<file path="config.mk">
export PLATFORM = sky130hd
export DESIGN_NAME = reset_sequencer
export DESIGN_NICKNAME = d
export VERILOG_FILES = /design/src/rtl/reset_seq_pkg.sv /design/src/rtl/sync_debounce.sv /design/src/rtl/reset_sequencer.sv
export SDC_FILE = /design/constraint.sdc
export NUM_CORES = 1
export LEC_CHECK = 0
export BUFFER_PORTS_ARGS = -buffer_cell sky130_fd_sc_hd__clkbuf_2
export CORE_AREA = 10 10 66 68
export DETAILED_ROUTE_END_ITERATION = 7
export DIE_AREA = 0 0 76 78
export PLACE_DENSITY = 0.74
export SLEW_MARGIN = 10
export SYNTH_ARGS = -nofsm -noshare
export SYNTH_HDL_FRONTEND = slang
export SYNTH_SLANG_ARGS = --single-unit
</file>
<file path="constraint.sdc">
create_clock -name clk -period 1.7 [get_ports clk]
set_input_delay 0.17 -clock clk [delete_from_list [all_inputs] [get_ports clk]]
set_output_delay 0.17 -clock clk [all_outputs]
set_load 0.1 [all_outputs]
</file>
<file path="src/rtl/reset_seq_pkg.sv">
// reset_seq_pkg: sequencer state type, default parameters and output decode shared by reset_sequencer.
package reset_seq_pkg;
    typedef enum logic [1:0] {HOLD, EXT_RST, SETTLE, RUN} rst_state_t;
    localparam int DEF_SYNC_STAGES     = 3;
    localparam int DEF_DEBOUNCE_CYCLES = 1024;
    localparam int DEF_EXT_RST_CYCLES  = 250;
    localparam int DEF_SETTLE_CYCLES   = 2500;
    // {ext_rst, reset_cpu, seq_done} for a state
    function automatic logic [2:0] decode_outputs(input rst_state_t s);
        return {s == HOLD || s == EXT_RST, s != RUN, s == RUN};
    endfunction
endpackage

</file>
<file path="src/rtl/sync_debounce.sv">
// sync_debounce: multi-flop synchronizer followed by a mismatch-count debouncer.
// DEBOUNCE_CYCLES == 1 degenerates to a plain synchronizer.
module sync_debounce #(
    parameter int SYNC_STAGES     = 3,
    parameter int DEBOUNCE_CYCLES = 1024
) (
    input  logic clk,
    input  logic rst_n,
    input  logic i_async,
    output logic o_stable
);
    logic [SYNC_STAGES-1:0] r_sync;
    logic                   w_sync;
    always_ff @(posedge clk or negedge rst_n)
        if (!rst_n) r_sync <= '0;
        else        r_sync <= {r_sync[SYNC_STAGES-2:0], i_async};
    assign w_sync = r_sync[SYNC_STAGES-1];
    generate
        if (DEBOUNCE_CYCLES == 1) begin : g_plain
            assign o_stable = w_sync;
        end else begin : g_deb
            localparam int DW = $clog2(DEBOUNCE_CYCLES) + 1;
            logic [DW-1:0] r_cnt;
            logic          r_stable;
            always_ff @(posedge clk or negedge rst_n)
                if (!rst_n) begin
                    r_cnt    <= '0;
                    r_stable <= 1'b0;
                end else if (w_sync == r_stable) begin
                    r_cnt    <= '0;
                end else if (r_cnt == DW'(DEBOUNCE_CYCLES - 1)) begin
                    r_stable <= w_sync;
                    r_cnt    <= '0;
                end else begin
                    r_cnt    <= r_cnt + 1'b1;
                end
            assign o_stable = r_stable;
        end
    endgenerate
endmodule

</file>
<file path="src/rtl/reset_sequencer.sv">
// reset_sequencer: staged reset HOLD -> EXT_RST -> SETTLE -> RUN from nreset, PLL lock and DTR.
// Define RESET_DTR_EN to let a debounced DTR rising edge restart the sequence.
module reset_sequencer
    import reset_seq_pkg::*;
#(
    parameter int SYNC_STAGES     = DEF_SYNC_STAGES,
    parameter int DEBOUNCE_CYCLES = DEF_DEBOUNCE_CYCLES,
    parameter int EXT_RST_CYCLES  = DEF_EXT_RST_CYCLES,
    parameter int SETTLE_CYCLES   = DEF_SETTLE_CYCLES
) (
    input  logic clk,
    input  logic nreset,
    input  logic pll_locked,
    input  logic dtr,
    output logic dtr_stable,
    output logic ext_rst,
    output logic ext_nrst,
    output logic reset_cpu,
    output logic seq_done
);
    localparam int MAXC = (EXT_RST_CYCLES > SETTLE_CYCLES) ? EXT_RST_CYCLES : SETTLE_CYCLES;
    localparam int CW   = (MAXC > 1) ? $clog2(MAXC) : 1;
    logic [SYNC_STAGES-1:0] r_rst_sync;
    logic                   w_rst_n_s, w_pll_locked_s, w_dtr_rise;
    rst_state_t             r_state, w_next;
    logic [CW-1:0]          r_cnt, w_cnt_next;
    logic [2:0]             w_dec;
    logic                   r_ext_rst, r_ext_nrst, r_reset_cpu, r_seq_done;
    // async assert, synchronous release
    always_ff @(posedge clk or negedge nreset)
        if (!nreset) r_rst_sync <= '0;
        else         r_rst_sync <= {r_rst_sync[SYNC_STAGES-2:0], 1'b1};
    assign w_rst_n_s = r_rst_sync[SYNC_STAGES-1];
    sync_debounce #(.SYNC_STAGES(SYNC_STAGES), .DEBOUNCE_CYCLES(1)) u_pll_sync (
        .clk      (clk),
        .rst_n    (nreset),
        .i_async  (pll_locked),
        .o_stable (w_pll_locked_s)
    );
    sync_debounce #(.SYNC_STAGES(SYNC_STAGES), .DEBOUNCE_CYCLES(DEBOUNCE_CYCLES)) u_dtr_deb (
        .clk      (clk),
        .rst_n    (nreset),
        .i_async  (dtr),
        .o_stable (dtr_stable)
    );
`ifdef RESET_DTR_EN
    logic r_dtr_prev;
    always_ff @(posedge clk or negedge nreset)
        if (!nreset) r_dtr_prev <= 1'b0;
        else         r_dtr_prev <= dtr_stable;
    assign w_dtr_rise = dtr_stable & ~r_dtr_prev;
`else
    assign w_dtr_rise = 1'b0;
`endif
    // lock loss beats a DTR restart, which beats normal sequencing
    always_comb begin
        w_next     = r_state;
        w_cnt_next = '0;
        if (!w_pll_locked_s) w_next = HOLD;
        else if (w_dtr_rise && r_state != HOLD) w_next = EXT_RST;
        else
            case (r_state)
                HOLD:    w_next = w_rst_n_s ? EXT_RST : HOLD;
                EXT_RST: begin
                    w_next     = (r_cnt == CW'(EXT_RST_CYCLES - 1)) ? SETTLE : EXT_RST;
                    w_cnt_next = (r_cnt == CW'(EXT_RST_CYCLES - 1)) ? '0 : r_cnt + 1'b1;
                end
                SETTLE:  begin
                    w_next     = (r_cnt == CW'(SETTLE_CYCLES - 1)) ? RUN : SETTLE;
                    w_cnt_next = (r_cnt == CW'(SETTLE_CYCLES - 1)) ? '0 : r_cnt + 1'b1;
                end
                default: w_next = RUN;
            endcase
    end
    assign w_dec = decode_outputs(w_next);
    always_ff @(posedge clk or negedge nreset)
        if (!nreset) begin
            r_state     <= HOLD;
            r_cnt       <= '0;
            r_ext_rst   <= 1'b1;
            r_ext_nrst  <= 1'b0;
            r_reset_cpu <= 1'b1;
            r_seq_done  <= 1'b0;
        end else begin
            r_state     <= w_next;
            r_cnt       <= w_cnt_next;
            r_ext_rst   <= w_dec[2];
            r_ext_nrst  <= ~w_dec[2];
            r_reset_cpu <= w_dec[1];
            r_seq_done  <= w_dec[0];
        end
    assign ext_rst   = r_ext_rst;
    assign ext_nrst  = r_ext_nrst;
    assign reset_cpu = r_reset_cpu;
    assign seq_done  = r_seq_done;
endmodule
</file>
# Yosys cells after proc, flatten, opt, wreduce, memory -nomap -nowiden
# Cells that the tools add are included.
# totals
register_bits,39
out_inout_bits,5
# op_classes
add_sub_neg,2
eq_ne,9
n_mux,11
n_bitwise,2
reduce_logical,4
# op_table
op,n
$mux 12,3
$pmux 12 s2,1
$mux 11,2
$add 12x1->12 const B,1
$eq 12x12->1 const B,1
$eq 12x8->1 const B,1
$add 11x1->11 const B,1
$eq 11x10->1 const B,1
$pmux 2 s3,1
$eq 2x1->1 const B,2
$eq 2x2->1 const B,2
$logic_not 2->1,2
$mux 2,2
$mux 1,2
$ne 2x2->1 const B,1
$not 1->1,2
$reduce_and 2->1,1
$eq 1x1->1,1
$logic_or 1x1->1,1

# Longest topological paths before layout
# Gate-level depths: netlist (run 1).
# depth
depth_word,7
mapped_depth,7

# Cells and area by module
# A second synthesis (run 1) with hierarchy kept.
# hier_totals
hier_cells,149
hier_area_um2,1736.7
# by_module_without_submodules
mod,n_inst,cells_each,area_each_um2
reset_sequencer,1,91,998.5
sync_debounce at u_dtr_deb,1,55,663.1
sync_debounce at u_pll_sync,1,3,75.1

# Worst setup path after synthesis (run 1)
# OpenSTA, ideal clock, no wires.
# synth_timing
path_kind,register to register
from,"register u_dtr_deb.g_deb.r_stable, in the netlist u_dtr_deb.o_stable"
to,register u_dtr_deb.g_deb.r_cnt[3]
setup_time_ns,0.071
arrival_time_ns,1.678
required_ns,1.629
path_slack_ns,-0.049
path_stages_with_launch,5
path_buffers,1
cell_sequence,dfrtp_1 -> xnor2_1 -> or2_1 -> buf_2 -> nor2_1
# synth_via
elab_chain_cells,2
# synth_rtl
item,line,text
start: declaration,sync_debounce.sv:24,logic r_stable;
start signal: assignment,sync_debounce.sv:32,r_stable <= w_sync;
$eq 1x1->1,sync_debounce.sv:29,end else if (w_sync == r_stable) begin
$mux 11,sync_debounce.sv:29,
end signal: assignment,sync_debounce.sv:35,r_cnt <= r_cnt + 1'b1;
end: declaration,sync_debounce.sv:23,logic [DW-1:0] r_cnt;
# No other way between the ends.
# A chain may end at the register's enable or synchronous reset.

# Worst setup path in the final report (run 1)
# layout_timing
from,register u_dtr_deb.g_deb.r_cnt[0]
to,"register u_dtr_deb.g_deb.r_stable, in the netlist u_dtr_deb.o_stable"
# layout_via
elab_chain_cells,2
# layout_rtl
item,line,text
$eq 11x10->1,sync_debounce.sv:31,end else if (r_cnt == DW'(DEBOUNCE_CYCLES - 1)) begin
$reduce_and 2->1 (no line),--,
# No other way between the ends.

==> flow_results.xml, run 1 <==
<?xml version="1.0" encoding="UTF-8"?>
<metrics>
  <group name="run_status">
    <metric name="status" unit="">completed</metric>
  </group>
  <group name="clocking">
    <metric name="cts_buffers" unit="">5</metric>
    <metric name="cts.path.max_buffers" unit="">2</metric>
    <metric name="worstSkewPairLatency" unit="ps">360</metric>
    <metric name="tritoncts" unit="">yes</metric>
    <metric name="clk_sink_count" unit="">39</metric>
    <metric name="cts_setup_buffers" unit="">0</metric>
    <metric name="h-tree-depth" unit="">2</metric>
    <metric name="clock_tree.root_cell" unit="">sky130_fd_sc_hd__clkbuf_4</metric>
    <metric name="clkTransAtPathRegs" unit="ps">120</metric>
  </group>
  <group name="critical_path">
    <metric name="timing.critical_path.to_type" unit="">register</metric>
    <metric name="critical_path_required" unit="ps">1960</metric>
    <metric name="regToRegSetupSlack" unit="ps">120</metric>
    <metric name="critical_path.max_fanout" unit="">5</metric>
    <metric name="r2r.worst_path.cells" unit="">4</metric>
    <metric name="critical_path.startpoint_type" unit="">register</metric>
    <metric name="timing.setup.critical_path_class" unit="">register to register</metric>
    <metric name="timing.rr.end" unit="">u_dtr_deb.o_stable</metric>
    <metric name="timing.critical_path.arrival" unit="ps">1840</metric>
    <metric name="worstReg2RegStart" unit="">u_dtr_deb.g_deb.r_cnt[0]</metric>
  </group>
  <group name="drt">
    <metric name="antenna_left" unit="">0</metric>
    <metric name="drt_pre_antenna_iters" unit="">4</metric>
    <metric name="totalWireLength" unit="microns">2810</metric>
    <metric name="detailedRoute.firstIterationViolations" unit="">52</metric>
    <metric name="via_count" unit="">1139</metric>
    <metric name="route.detailed.drc" unit="">0</metric>
    <metric name="routed_wire_length_per_instance" unit="microns">12.7</metric>
    <metric name="route.detailed.vias_per_inst" unit="">5.15</metric>
  </group>
  <group name="global_routing">
    <metric name="grt_overflow" unit="">0</metric>
    <metric name="largest_net_degree_at_the_start_of_global_routing" unit="">17</metric>
    <metric name="grt_most_used_layer" unit="">met2</metric>
    <metric name="grt_pass1_wl" unit="microns">4910</metric>
    <metric name="grt.total_usage" unit="%">10.2</metric>
    <metric name="grtUsageMet2" unit="%">16.8</metric>
    <metric name="grt_pass1_vias" unit="">1139</metric>
    <metric name="grtUsageMet1" unit="%">10.4</metric>
    <metric name="antenna_found_initial" unit="">0</metric>
    <metric name="routing_usage_on_met3" unit="%">4.72</metric>
  </group>
  <group name="sta">
    <metric name="setup-tns-final" unit="ps">0</metric>
    <metric name="final_period_minus_worst_setup_slack" unit="ps">1580</metric>
    <metric name="timing.final.crit_share" unit="%">93.1</metric>
    <metric name="max-slew-margin-rel" unit="%">63.8</metric>
    <metric name="fmax" unit="GHz">0.632</metric>
    <metric name="worst_slew_pin_slew" unit="ps">545</metric>
    <metric name="report.final.hold_viol_count" unit="">0</metric>
    <metric name="finClkSkew" unit="ps">13.0</metric>
    <metric name="number_of_max_slew_violations_in_the_final_report" unit="">0</metric>
    <metric name="final_setup_violation_count" unit="">0</metric>
    <metric name="rsz0062_at_grt" unit="">false</metric>
  </group>
  <group name="synth">
    <metric name="yosys.area.top_type_share" unit="%">53.4</metric>
    <metric name="synth_area_leader_cell" unit="">sky130_fd_sc_hd__dfrtp_1</metric>
    <metric name="synth_area_per_cell" unit="sq um">11.4</metric>
    <metric name="netlist_area_before_placement" unit="sq mm">0.00173</metric>
    <metric name="synth.yosys.warnings" unit="">0</metric>
    <metric name="synth_seq_area_share" unit="%">56.5</metric>
    <metric name="synth_enable_flop_cells" unit="">0</metric>
    <metric name="prevailing_post_synth_register_cell" unit="">sky130_fd_sc_hd__dfrtp_1</metric>
    <metric name="yosys-top-cells-area" unit="">sky130_fd_sc_hd__dfrtp_1 (53%), sky130_fd_sc_hd__xnor2_1 (6.6%), sky130_fd_sc_hd__nor2_1 (5.4%), sky130_fd_sc_hd__ha_1 (5.1%), sky130_fd_sc_hd__dfstp_2 (3.0%)</metric>
    <metric name="syn-instance-count" unit="">152</metric>
    <metric name="synthesis.nets" unit="">163</metric>
    <metric name="synth-seq-cells" unit="">39</metric>
    <metric name="async_reset_ff_share" unit="%">100</metric>
    <metric name="synth_cell_types" unit="">38</metric>
  </group>
  <group name="floorplanning">
    <metric name="placeableCoreArea" unit="sq mm">0.00318</metric>
    <metric name="fp-row-count" unit="">21</metric>
    <metric name="die-area" unit="sq mm">0.00593</metric>
    <metric name="die_h" unit="microns">78</metric>
    <metric name="dieWidth" unit="microns">76</metric>
    <metric name="ios" unit="">9</metric>
    <metric name="initial_utilization" unit="%">54.5</metric>
  </group>
  <group name="final_layout">
    <metric name="post_route_cells_drive_above_1_share" unit="%">22.3</metric>
    <metric name="syn_to_final_growth" unit="%">14.4</metric>
    <metric name="final_common_cell" unit="">sky130_fd_sc_hd__dfrtp_1</metric>
    <metric name="diodes" unit="">0</metric>
    <metric name="layout.cells.most_common_list" unit="">sky130_fd_sc_hd__dfrtp_1 (35), sky130_fd_sc_hd__nor2_1 (25), sky130_fd_sc_hd__xnor2_1 (13)</metric>
    <metric name="final_cell_count_no_fill" unit="">221</metric>
    <metric name="net_count_final" unit="">185</metric>
  </group>
  <group name="min_path">
    <metric name="hp-class" unit="">input pin to async pin</metric>
  </group>
  <group name="power">
    <metric name="p_leak" unit="nW">0.896</metric>
    <metric name="power_total" unit="mW">1.64</metric>
    <metric name="cell_area_power_density" unit="mW/mm^2">828</metric>
    <metric name="max-vdd-ir-drop" unit="uV">549</metric>
  </group>
  <group name="place">
    <metric name="portBuffers" unit="">8</metric>
    <metric name="place.detailed.instances" unit="">210</metric>
    <metric name="hpwl" unit="microns">2030</metric>
    <metric name="gp_congestion" unit="">0.813</metric>
  </group>
  <group name="flow_run">
    <metric name="maxCapViolations" unit="">0</metric>
  </group>
</metrics>
[report_power, final]
part / internal [mW] / switching, mW / total [mW]
sequential: 0.947 / 0.0120 / 0.959
clock: 0.309 / 0.303 / 0.613
combinational: 0.0290 / 0.0402 / 0.0692
total: 1.28 / 0.356 / 1.64
[stage by stage]
stage | util [%] | setup slack (ps) | instance area, sq um | hold WS (ps)
after global routing | 62.3 | 5.11 | 1980 | 255
after global placement | 58.5 | 112 | 1860 | 92.4
after floorplan | - | 209 | 1730 | -126
after CTS | 62.0 | 39.7 | 1970 | 251
after detailed placement | 58.5 | 50.8 | 1860 | 104
final | 62.3 | 117 | 1980 | 250
[worst max path at each step]
stage	from	to	slack [ps]	cells after the start
2_1_floorplan	r_cnt[0]	r_cnt[9]	210	6
3_3_place_gp	u_dtr_deb.g_deb.r_cnt[0]	u_dtr_deb.g_deb.r_cnt[9]	110	5
3_5_place_dp	u_dtr_deb.g_deb.r_cnt[0]	u_dtr_deb.g_deb.r_cnt[9]	50	5
4_1_cts	u_dtr_deb.g_deb.r_cnt[0]	u_dtr_deb.g_deb.r_cnt[9]	40	5
5_1_grt	r_cnt[0]	r_cnt[2]	5	6
6_report	u_dtr_deb.g_deb.r_cnt[0]	u_dtr_deb.o_stable	120	4
[layer usage]
layer  share of wire, %  vias to the layer above
li1                   -                      552
met1                 44                      549
met2                 47                       27
met3                5.4                       11
met4                2.9                        0
met5                  0                        -
[registers in the layout, indices dropped and copies added (netlist names), 2 cells and up]
| register | flops |
|---|---|
| r_state | 2 |
| u_dtr_deb.g_deb.r_cnt | 11 |
| u_pll_sync.r_sync | 3 |
| u_dtr_deb.r_sync | 3 |
| r_rst_sync | 3 |
| r_cnt | 12 |
[cells by family (layout without fill, tap and decap cells)]
group / count (synthesis) / count (layout) / synth area share (%)
and+or+nand+nor: 69 / 69 / 22.5
DFF: 39 / 39 / 56.5
other: 1 / 1 / 0.216
muxes: 1 / 1 / 0.650
xor gates and xnor gates: 18 / 18 / 9.10
buffers and inverters: 9 / 32 / 2.45
adders and majority gates: 7 / 7 / 5.05
AOI/OAI and AO/OA: 8 / 8 / 3.54
[worst max-delay path: stages, from the launching register on]
cell                      delay, ps
sky130_fd_sc_hd__dfrtp_1        390
sky130_fd_sc_hd__ha_1           210
sky130_fd_sc_hd__nand2_1        150
sky130_fd_sc_hd__nor4_2         360
sky130_fd_sc_hd__mux2_2         370
[repair_timing]
action                                 4_1_cts  5_1_grt
hold buffers                                 3        0
gates resized for setup                      0        3
endpoints found under the hold margin       14        0
setup endpoints to repair                    0       20
[synthesized netlist by cell type (all sizes together) (4+ instances only)]
library cell	number
dfrtp	37
xnor2	13
and3	4
nand2	6
nand3	8
xor2	5
inv	7
ha	7
o21ai	4
nor2	25
nor3	7
nand4	4
[area by class of cell]
type	instances	area, sq um
clock inverter	3	43.8
sequential	39	981
clock buffer	5	37.5
tap	46	57.6
fill	266	1200
multi-input combinational	104	721
timing repair buffer	17	115
inverter	7	26.3
(Power assumes the default switching activity.)
==> run 2, diff against run 1 <==
Settings changed: SYNTH_HIERARCHICAL set to 1.
==> run 2 against run 1 <==
Against the previous run: global-route usage is 0.55 points higher; power is 9.5% higher; die area stayed put; design area is 1.5% higher; sequential power hardly changed; clock-buffer cell count stayed put; first-iteration DRC count is 9.6% higher; fmax is 0.26% lower; flip-flop and latch count stayed put; critical endpoint is now r_cnt[10]; largest cell class unchanged; highest routed layer unchanged.
==> flow_results.xml, run 2 <==
<?xml version="1.0" encoding="UTF-8"?>
<metrics>
  <group name="run_status">
    <metric name="status" unit="">completed</metric>
  </group>
  <group name="global_routing">
    <metric name="grt_pass1_wl" unit="microns">5150</metric>
    <metric name="largest_net_degree_at_the_start_of_global_routing" unit="">19</metric>
    <metric name="grt_overflow" unit="">0</metric>
    <metric name="antenna_found_initial" unit="">0</metric>
    <metric name="grt_pass1_vias" unit="">1138</metric>
    <metric name="grt.total_usage" unit="%">10.8</metric>
  </group>
  <group name="sta">
    <metric name="timing.hold.ws" unit="ps">267</metric>
    <metric name="fmax" unit="GHz">0.630</metric>
    <metric name="number_of_max_slew_violations_in_the_final_report" unit="">0</metric>
    <metric name="final_setup_violation_count" unit="">0</metric>
    <metric name="timing.final.crit_share" unit="%">93.4</metric>
    <metric name="max-slew-margin-rel" unit="%">63.8</metric>
    <metric name="report.final.hold_viol_count" unit="">0</metric>
    <metric name="rsz0062_at_grt" unit="">false</metric>
    <metric name="setup-tns-final" unit="ps">0</metric>
    <metric name="finClkSkew" unit="ps">16.3</metric>
    <metric name="final_period_minus_worst_setup_slack" unit="ps">1590</metric>
    <metric name="worst_slew_pin_slew" unit="ps">545</metric>
    <metric name="final.setup.worst_slack" unit="ps">113</metric>
  </group>
  <group name="synth">
    <metric name="mux_share_of_post_synthesis_cell_area" unit="%">0.648</metric>
    <metric name="synth_area_per_cell" unit="sq um">11.7</metric>
    <metric name="synth_area_leader_cell" unit="">sky130_fd_sc_hd__dfrtp_1</metric>
    <metric name="synth_fa_ha_area_share" unit="%">5.04</metric>
    <metric name="yosys.area_share.simple" unit="%">19.6</metric>
    <metric name="prevailing_post_synth_register_cell" unit="">sky130_fd_sc_hd__dfrtp_1</metric>
    <metric name="synth.yosys.warnings" unit="">6</metric>
    <metric name="synth-seq-cells" unit="">39</metric>
    <metric name="syn-instance-count" unit="">149</metric>
    <metric name="yosys.area.top_type_share" unit="%">53.3</metric>
    <metric name="synthesis.nets" unit="">160</metric>
    <metric name="main_combinational_cell_family_by_area_after_synthesis" unit="">simple AND/OR/NAND/NOR gates</metric>
    <metric name="synth_seq_area_share" unit="%">56.3</metric>
    <metric name="netlist_area_before_placement" unit="sq mm">0.00174</metric>
    <metric name="synth_enable_flop_cells" unit="">0</metric>
    <metric name="yosys.area_share.xor_xnor" unit="%">7.56</metric>
    <metric name="async_reset_ff_share" unit="%">100</metric>
    <metric name="synthMostInstantiatedCell" unit="">sky130_fd_sc_hd__dfrtp_1</metric>
    <metric name="synth_cell_types" unit="">38</metric>
    <metric name="yosys-top-cells-area" unit="">sky130_fd_sc_hd__dfrtp_1 (53%), sky130_fd_sc_hd__ha_1 (5.0%), sky130_fd_sc_hd__xor2_1 (4.5%), sky130_fd_sc_hd__nor2_1 (3.7%), sky130_fd_sc_hd__dfstp_2 (3.0%)</metric>
    <metric name="synth-compound-area-share" unit="%">8.65</metric>
    <metric name="synth.top_cells.by_count" unit="">sky130_fd_sc_hd__dfrtp_1 (37), sky130_fd_sc_hd__nor2_1 (17), sky130_fd_sc_hd__nand3_1 (9), sky130_fd_sc_hd__xor2_1 (9)</metric>
  </group>
  <group name="drt">
    <metric name="totalWireLength" unit="microns">2890</metric>
    <metric name="wl_met1" unit="microns">1300</metric>
    <metric name="drt_pre_antenna_iters" unit="">4</metric>
    <metric name="dr_wl_met3" unit="microns">97</metric>
    <metric name="detailedRoute.firstIterationViolations" unit="">57</metric>
    <metric name="route.detailed.drc" unit="">0</metric>
    <metric name="maxUsedRoutingLayer" unit="">met4</metric>
    <metric name="routed_wire_length_per_instance" unit="microns">13.3</metric>
    <metric name="route.detailed.vias_per_inst" unit="">5.11</metric>
    <metric name="via_count" unit="">1115</metric>
    <metric name="antenna_left" unit="">0</metric>
    <metric name="routed-wl-met2" unit="microns">1430</metric>
  </group>
  <group name="clocking">
    <metric name="cts_buffers" unit="">5</metric>
    <metric name="tritoncts" unit="">yes</metric>
    <metric name="h-tree-depth" unit="">2</metric>
    <metric name="clk_sink_count" unit="">39</metric>
    <metric name="clock_tree.root_cell" unit="">sky130_fd_sc_hd__clkbuf_4</metric>
    <metric name="worstSkewPairLatency" unit="ps">350</metric>
    <metric name="clkTransAtPathRegs" unit="ps">120</metric>
    <metric name="cts.path.max_buffers" unit="">2</metric>
  </group>
  <group name="floorplanning">
    <metric name="initial_utilization" unit="%">54.6</metric>
    <metric name="fp-row-count" unit="">21</metric>
    <metric name="placeableCoreArea" unit="sq mm">0.00318</metric>
    <metric name="die-area" unit="sq mm">0.00593</metric>
    <metric name="ios" unit="">9</metric>
    <metric name="die_h" unit="microns">78</metric>
    <metric name="dieWidth" unit="microns">76</metric>
  </group>
  <group name="critical_path">
    <metric name="critical_path.startpoint_type" unit="">register</metric>
    <metric name="timing.setup.critical_path_class" unit="">register to register</metric>
    <metric name="critical_path_required" unit="ps">1930</metric>
    <metric name="timing.critical_path.arrival" unit="ps">1820</metric>
    <metric name="cell_family_contributing_the_most_delay_on_the_critical_path" unit="">simple AND/OR/NAND/NOR gates</metric>
    <metric name="critical_path.max_fanout" unit="">8</metric>
    <metric name="critical_path_cell_by_cell" unit="">ha_1, nor3b_1, and4_1, a2bb2oi_2, buf_4, nor2_1</metric>
    <metric name="slowest_delay" unit="ps">400</metric>
    <metric name="cp.buffers_inverters" unit="">1</metric>
    <metric name="timing.critical_path.to_type" unit="">register</metric>
    <metric name="timing.critical_path.slowest_stage_cell" unit="">sky130_fd_sc_hd__dfrtp_1</metric>
  </group>
  <group name="final_layout">
    <metric name="biggestRegsByFlops" unit="">r_cnt: 12 flops, u_dtr_deb/g_deb.r_cnt: 11 flops</metric>
    <metric name="final_cell_count_no_fill" unit="">218</metric>
    <metric name="largest_register_ff_count" unit="">12</metric>
    <metric name="final_common_cell" unit="">sky130_fd_sc_hd__dfrtp_1</metric>
    <metric name="diodes" unit="">0</metric>
    <metric name="net_count_final" unit="">182</metric>
    <metric name="syn_to_final_growth" unit="%">15.8</metric>
    <metric name="fin_util" unit="%">63.2</metric>
    <metric name="top_register" unit="">r_cnt</metric>
    <metric name="post_route_cells_drive_above_1_share" unit="%">20.9</metric>
    <metric name="layout.cells.most_common_list" unit="">sky130_fd_sc_hd__dfrtp_1 (37), sky130_fd_sc_hd__nor2_1 (17), sky130_fd_sc_hd__nand3_1 (9), sky130_fd_sc_hd__xor2_1 (9), sky130_fd_sc_hd__clkbuf_2 (8)</metric>
  </group>
  <group name="power">
    <metric name="p_leak" unit="nW">0.884</metric>
    <metric name="max-vdd-ir-drop" unit="uV">464</metric>
    <metric name="cell_area_power_density" unit="mW/mm^2">893</metric>
  </group>
  <group name="place">
    <metric name="place.detailed.instances" unit="">206</metric>
    <metric name="post-place-ws" unit="ps">92.2</metric>
    <metric name="gp_congestion" unit="">0.841</metric>
    <metric name="hpwl" unit="microns">2110</metric>
    <metric name="portBuffers" unit="">8</metric>
  </group>
  <group name="min_path">
    <metric name="hp-class" unit="">input pin to async pin</metric>
  </group>
  <group name="flow_run">
    <metric name="maxCapViolations" unit="">0</metric>
  </group>
</metrics>
[run 2: power breakdown]
group	total (mW)	switching (mW)	leakage (nW)	internal, mW
registers	0.959	0.0124	0.513	0.947
clock network	0.764	0.307	0.0514	0.457
logic	0.0733	0.0432	0.319	0.0300
total	1.80	0.362	0.884	1.43
[run 2: worst reg2reg max path: stages, from the launching register on]
cell                        delay [ps]
sky130_fd_sc_hd__dfrtp_1           400
sky130_fd_sc_hd__ha_1              220
sky130_fd_sc_hd__nor3b_1           210
sky130_fd_sc_hd__and4_1            280
sky130_fd_sc_hd__a2bb2oi_2         160
sky130_fd_sc_hd__buf_4             170
sky130_fd_sc_hd__nor2_1             50
[run 2: kinds of logic after synthesis]
kind of cell	count (synthesis)
AO/OA/AOI/OAI	18
XOR/XNOR	15
adder cells (fa/ha/maj)	7
buffers and inverters	8
flip-flops	39
multiplexers	1
other	1
AND/OR/NAND/NOR	60
[run 2: through the flow]
step	power (mW)	area (sq um)
floorplan	1.01	1740
detailed placement	1.05	1860
global route	1.87	2010
global placement	1.04	1860
CTS	1.82	1990
finish	1.80	2010
[run 2: layout make-up]
cell class	count	area [sq um]
Multi-Input combinational cell	102	736
Fill cell	254	1170
Tap cell	46	57.6
Sequential cell	39	978
Clock buffer	5	37.5
Clock inverter	3	67.6
Inverter	7	26.3
Timing Repair Buffer	16	108
[run 2: repair_timing]
item	CTS	global route
gates resized for setup	0	3
hold endpoints to repair	18	0
setup buffers	0	1
setup endpoints to repair	0	19
hold buffers	3	0
[run 2: worst paths after layout]
check / slack [ps] / cells past startpoint / start / end
worst max register to register: 110 / 6 / r_cnt[1] / r_cnt[10]
worst min-delay path: 270 / 2 / nreset / u_dtr_deb/g_deb.r_cnt[8]
worst max-delay path: 110 / 6 / r_cnt[1] / r_cnt[10]
max in group asynchronous: 850 / 3 / nreset / reset_cpu
min in group clk: 360 / 0 / u_pll_sync/r_sync[0] / u_pll_sync/r_sync[1]
worst min register to register: 360 / 0 / u_pll_sync/r_sync[0] / u_pll_sync/r_sync[1]
[run 2: metal layers]
layer  GRT usage [%]  up-vias
met5               0        -
met4            5.68        0
met3            4.15        4
met2            16.5       14
met1            12.8      539
li1                -      558
==> run 3, diff against run 2 <==
--- a/config.mk
+++ b/config.mk
@@ -8,6 +8,7 @@
 export BUFFER_PORTS_ARGS = -buffer_cell sky130_fd_sc_hd__clkbuf_2
-export CORE_AREA = 10 10 66 68
+export CORE_AREA = 10 10 64 66
+export CTS_BUF_LIST = sky130_fd_sc_hd__clkbuf_4 sky130_fd_sc_hd__clkbuf_8
 export DETAILED_ROUTE_END_ITERATION = 7
-export DIE_AREA = 0 0 76 78
-export PLACE_DENSITY = 0.74
+export DIE_AREA = 0 0 74 76
+export PLACE_DENSITY = 0.79
 export SLEW_MARGIN = 10
--- a/constraint.sdc
+++ b/constraint.sdc
@@ -3,2 +3,2 @@
 set_output_delay 0.17 -clock clk [all_outputs]
-set_load 0.1 [all_outputs]
+set_load 0.01 [all_outputs]
==> run 3 against run 2 <==
Against the previous run: sequential power about the same; sequential share of layout area up 1.2 points; hold slack better by 87 ps; first-iteration DRC count up 37%; routed wire length up 1.7%; die area down 5.1%; cell count down 6.9%; critical path type unchanged.
==> flow_results.xml, run 3 (synthesis results as in run 2) <==
<?xml version="1.0" encoding="UTF-8"?>
<metrics>
  <group name="place">
    <metric name="hpwl" unit="microns">2070</metric>
    <metric name="post_dp_cell_area" unit="sq mm">0.00184</metric>
    <metric name="gp_congestion" unit="">0.863</metric>
    <metric name="portBuffers" unit="">8</metric>
  </group>
  <group name="global_routing">
    <metric name="grt_pass1_wl" unit="microns">5250</metric>
    <metric name="antenna_found_initial" unit="">0</metric>
    <metric name="grt.total_usage" unit="%">11.8</metric>
    <metric name="grt_most_used_layer" unit="">met2</metric>
    <metric name="grtUsageMet1" unit="%">13.2</metric>
    <metric name="grtUsageMet2" unit="%">17.9</metric>
    <metric name="grt_overflow" unit="">0</metric>
    <metric name="grt_pass1_vias" unit="">1168</metric>
    <metric name="largest_net_degree_at_the_start_of_global_routing" unit="">40</metric>
    <metric name="routing_usage_on_met3" unit="%">4.82</metric>
  </group>
  <group name="final_layout">
    <metric name="largest_register_ff_count" unit="">12</metric>
    <metric name="diodes" unit="">0</metric>
    <metric name="top_register" unit="">r_cnt</metric>
    <metric name="fillers" unit="">231</metric>
    <metric name="total_non_filler_cell_area_in_the_finished_layout" unit="sq mm">0.00196</metric>
    <metric name="footprint_of_the_multi_input_gates" unit="sq um">738</metric>
    <metric name="final-seq-area" unit="sq um">978</metric>
    <metric name="layout.cells.most_common_list" unit="">sky130_fd_sc_hd__dfrtp_1 (37), sky130_fd_sc_hd__nor2_1 (17), sky130_fd_sc_hd__nand3_1 (9), sky130_fd_sc_hd__xor2_1 (9), sky130_fd_sc_hd__clkbuf_2 (8)</metric>
    <metric name="final_common_cell" unit="">sky130_fd_sc_hd__dfrtp_1</metric>
    <metric name="biggestRegsByFlops" unit="">r_cnt: 12 flops, u_dtr_deb/g_deb.r_cnt: 11 flops</metric>
    <metric name="syn_to_final_growth" unit="%">13.0</metric>
    <metric name="post_route_cells_drive_above_1_share" unit="%">20.6</metric>
    <metric name="net_count_final" unit="">180</metric>
  </group>
  <group name="clocking">
    <metric name="cts.path.max_buffers" unit="">2</metric>
    <metric name="worstSkewPairLatency" unit="ps">350</metric>
    <metric name="h-tree-depth" unit="">2</metric>
    <metric name="clock_tree.root_cell" unit="">sky130_fd_sc_hd__clkbuf_4</metric>
    <metric name="clk_sink_count" unit="">39</metric>
    <metric name="tritoncts" unit="">yes</metric>
    <metric name="cts_buffers" unit="">5</metric>
    <metric name="clkTransAtPathRegs" unit="ps">90</metric>
  </group>
  <group name="drt">
    <metric name="via_count" unit="">1122</metric>
    <metric name="totalWireLength" unit="microns">2940</metric>
    <metric name="detailedRoute.firstIterationViolations" unit="">78</metric>
    <metric name="routed_wire_length_per_instance" unit="microns">14.5</metric>
    <metric name="drt_pre_antenna_iters" unit="">4</metric>
    <metric name="route.detailed.drc" unit="">0</metric>
    <metric name="route.detailed.vias_per_inst" unit="">5.53</metric>
    <metric name="antenna_left" unit="">0</metric>
  </group>
  <group name="critical_path">
    <metric name="critical_path.startpoint_type" unit="">register</metric>
    <metric name="timing.critical_path.to_type" unit="">register</metric>
    <metric name="critical_path.max_fanout" unit="">12</metric>
    <metric name="timing.setup.critical_path_class" unit="">register to register</metric>
    <metric name="timing.critical_path.arrival" unit="ps">1860</metric>
    <metric name="critical_path_required" unit="ps">1940</metric>
  </group>
  <group name="power">
    <metric name="p_leak" unit="nW">0.873</metric>
    <metric name="max-vdd-ir-drop" unit="uV">620</metric>
    <metric name="cell_area_power_density" unit="mW/mm^2">803</metric>
  </group>
  <group name="floorplanning">
    <metric name="placeableCoreArea" unit="sq mm">0.00293</metric>
    <metric name="die-area" unit="sq mm">0.00562</metric>
    <metric name="ios" unit="">9</metric>
    <metric name="dieWidth" unit="microns">74</metric>
    <metric name="initial_utilization" unit="%">59.3</metric>
    <metric name="fp-row-count" unit="">20</metric>
    <metric name="die_h" unit="microns">76</metric>
  </group>
  <group name="sta">
    <metric name="setup-tns-final" unit="ps">0</metric>
    <metric name="report.final.hold_viol_count" unit="">0</metric>
    <metric name="final_period_minus_worst_setup_slack" unit="ps">1630</metric>
    <metric name="max-slew-margin-rel" unit="%">66.6</metric>
    <metric name="worst_slew_pin_slew" unit="ps">500</metric>
    <metric name="number_of_max_slew_violations_in_the_final_report" unit="">0</metric>
    <metric name="timing.final.crit_share" unit="%">95.7</metric>
    <metric name="final_setup_violation_count" unit="">0</metric>
    <metric name="fmax" unit="GHz">0.614</metric>
    <metric name="rsz0062_at_grt" unit="">false</metric>
    <metric name="finClkSkew" unit="ps">15.9</metric>
  </group>
  <group name="min_path">
    <metric name="hp-class" unit="">register to register</metric>
  </group>
  <group name="flow_run">
    <metric name="maxCapViolations" unit="">0</metric>
  </group>
  <group name="run_status">
    <metric name="status" unit="">completed</metric>
  </group>
</metrics>
run 3: cell types whose count changed in the layout (fill, tap and decap cells not counted):
| cell | delta |
|---|---|
| sky130_fd_sc_hd__buf_12 | +1 |
| sky130_fd_sc_hd__buf_4 | -3 |
| sky130_fd_sc_hd__bufinv_16 | -2 |
| sky130_fd_sc_hd__clkbuf_4 | +1 |
| sky130_fd_sc_hd__clkbuf_8 | +2 |
| sky130_fd_sc_hd__clkinvlp_4 | -1 |
| sky130_fd_sc_hd__nand2_1 | -1 |
| sky130_fd_sc_hd__nand2_2 | +1 |
run 3: path summary, 6_finish.rpt:
kind,slack [ps],end,startpoint,cells past startpoint
max,70,r_cnt[5],r_cnt[0],6
min,350,u_dtr_deb/r_sync[2],u_dtr_deb/r_sync[1],0
max reg2reg,70,r_cnt[5],r_cnt[0],6
min reg2reg,350,u_dtr_deb/r_sync[2],u_dtr_deb/r_sync[1],0
max in group asynchronous,950,ext_rst,nreset,3
min in group asynchronous,380,u_dtr_deb/g_deb.r_cnt[7],nreset,3
run 3: repair_timing:
action,CTS,global route
endpoints found under the hold margin,39,0
buffers inserted,0,1
hold buffers,3,0
gates resized for setup,0,4
endpoints found under the setup margin,0,16
run 3: critical path: stages, from the launching register on:
cell and delay, ps:
sky130_fd_sc_hd__dfrtp_1 420, sky130_fd_sc_hd__ha_1 230, sky130_fd_sc_hd__nor3b_1 210, sky130_fd_sc_hd__and4_1 270, sky130_fd_sc_hd__a2bb2oi_2 190, sky130_fd_sc_hd__buf_12 150, sky130_fd_sc_hd__nor2_1 50
run 3: cell type report:
type	count	area share, %
multi-input cells	102	37.6
well taps	33	2.10
inverters	7	1.34
flip-flops and latches	39	49.9
repair buffers	14	5.36
clock buffers	8	3.70
run 3: stage by stage:
stage	total power [mW]	hold slack [ps]	instances	setup WS, ps	util (%)
2_1_floorplan	1.01	-126	149	196	-
3_3_place_gp	1.04	237	191	108	62.8
3_5_place_dp	1.04	248	191	89.1	62.8
4_1_cts	1.60	360	202	64.8	66.3
5_1_grt	1.65	366	203	1.91	67.0
6_report	1.58	355	203	72.4	67.0
run 3: per-layer routing:
metal	wire length, microns	vias to the layer above
met5	0	-
met4	55	0
met3	121	6
met2	1530	14
met1	1240	545
li1	-	557
run 3: report_power, final:
| group | switching, mW | internal (mW) |
|---|---|---|
| registers | 0.0136 | 0.946 |
| logic | 0.0424 | 0.0295 |
| clock network | 0.285 | 0.259 |
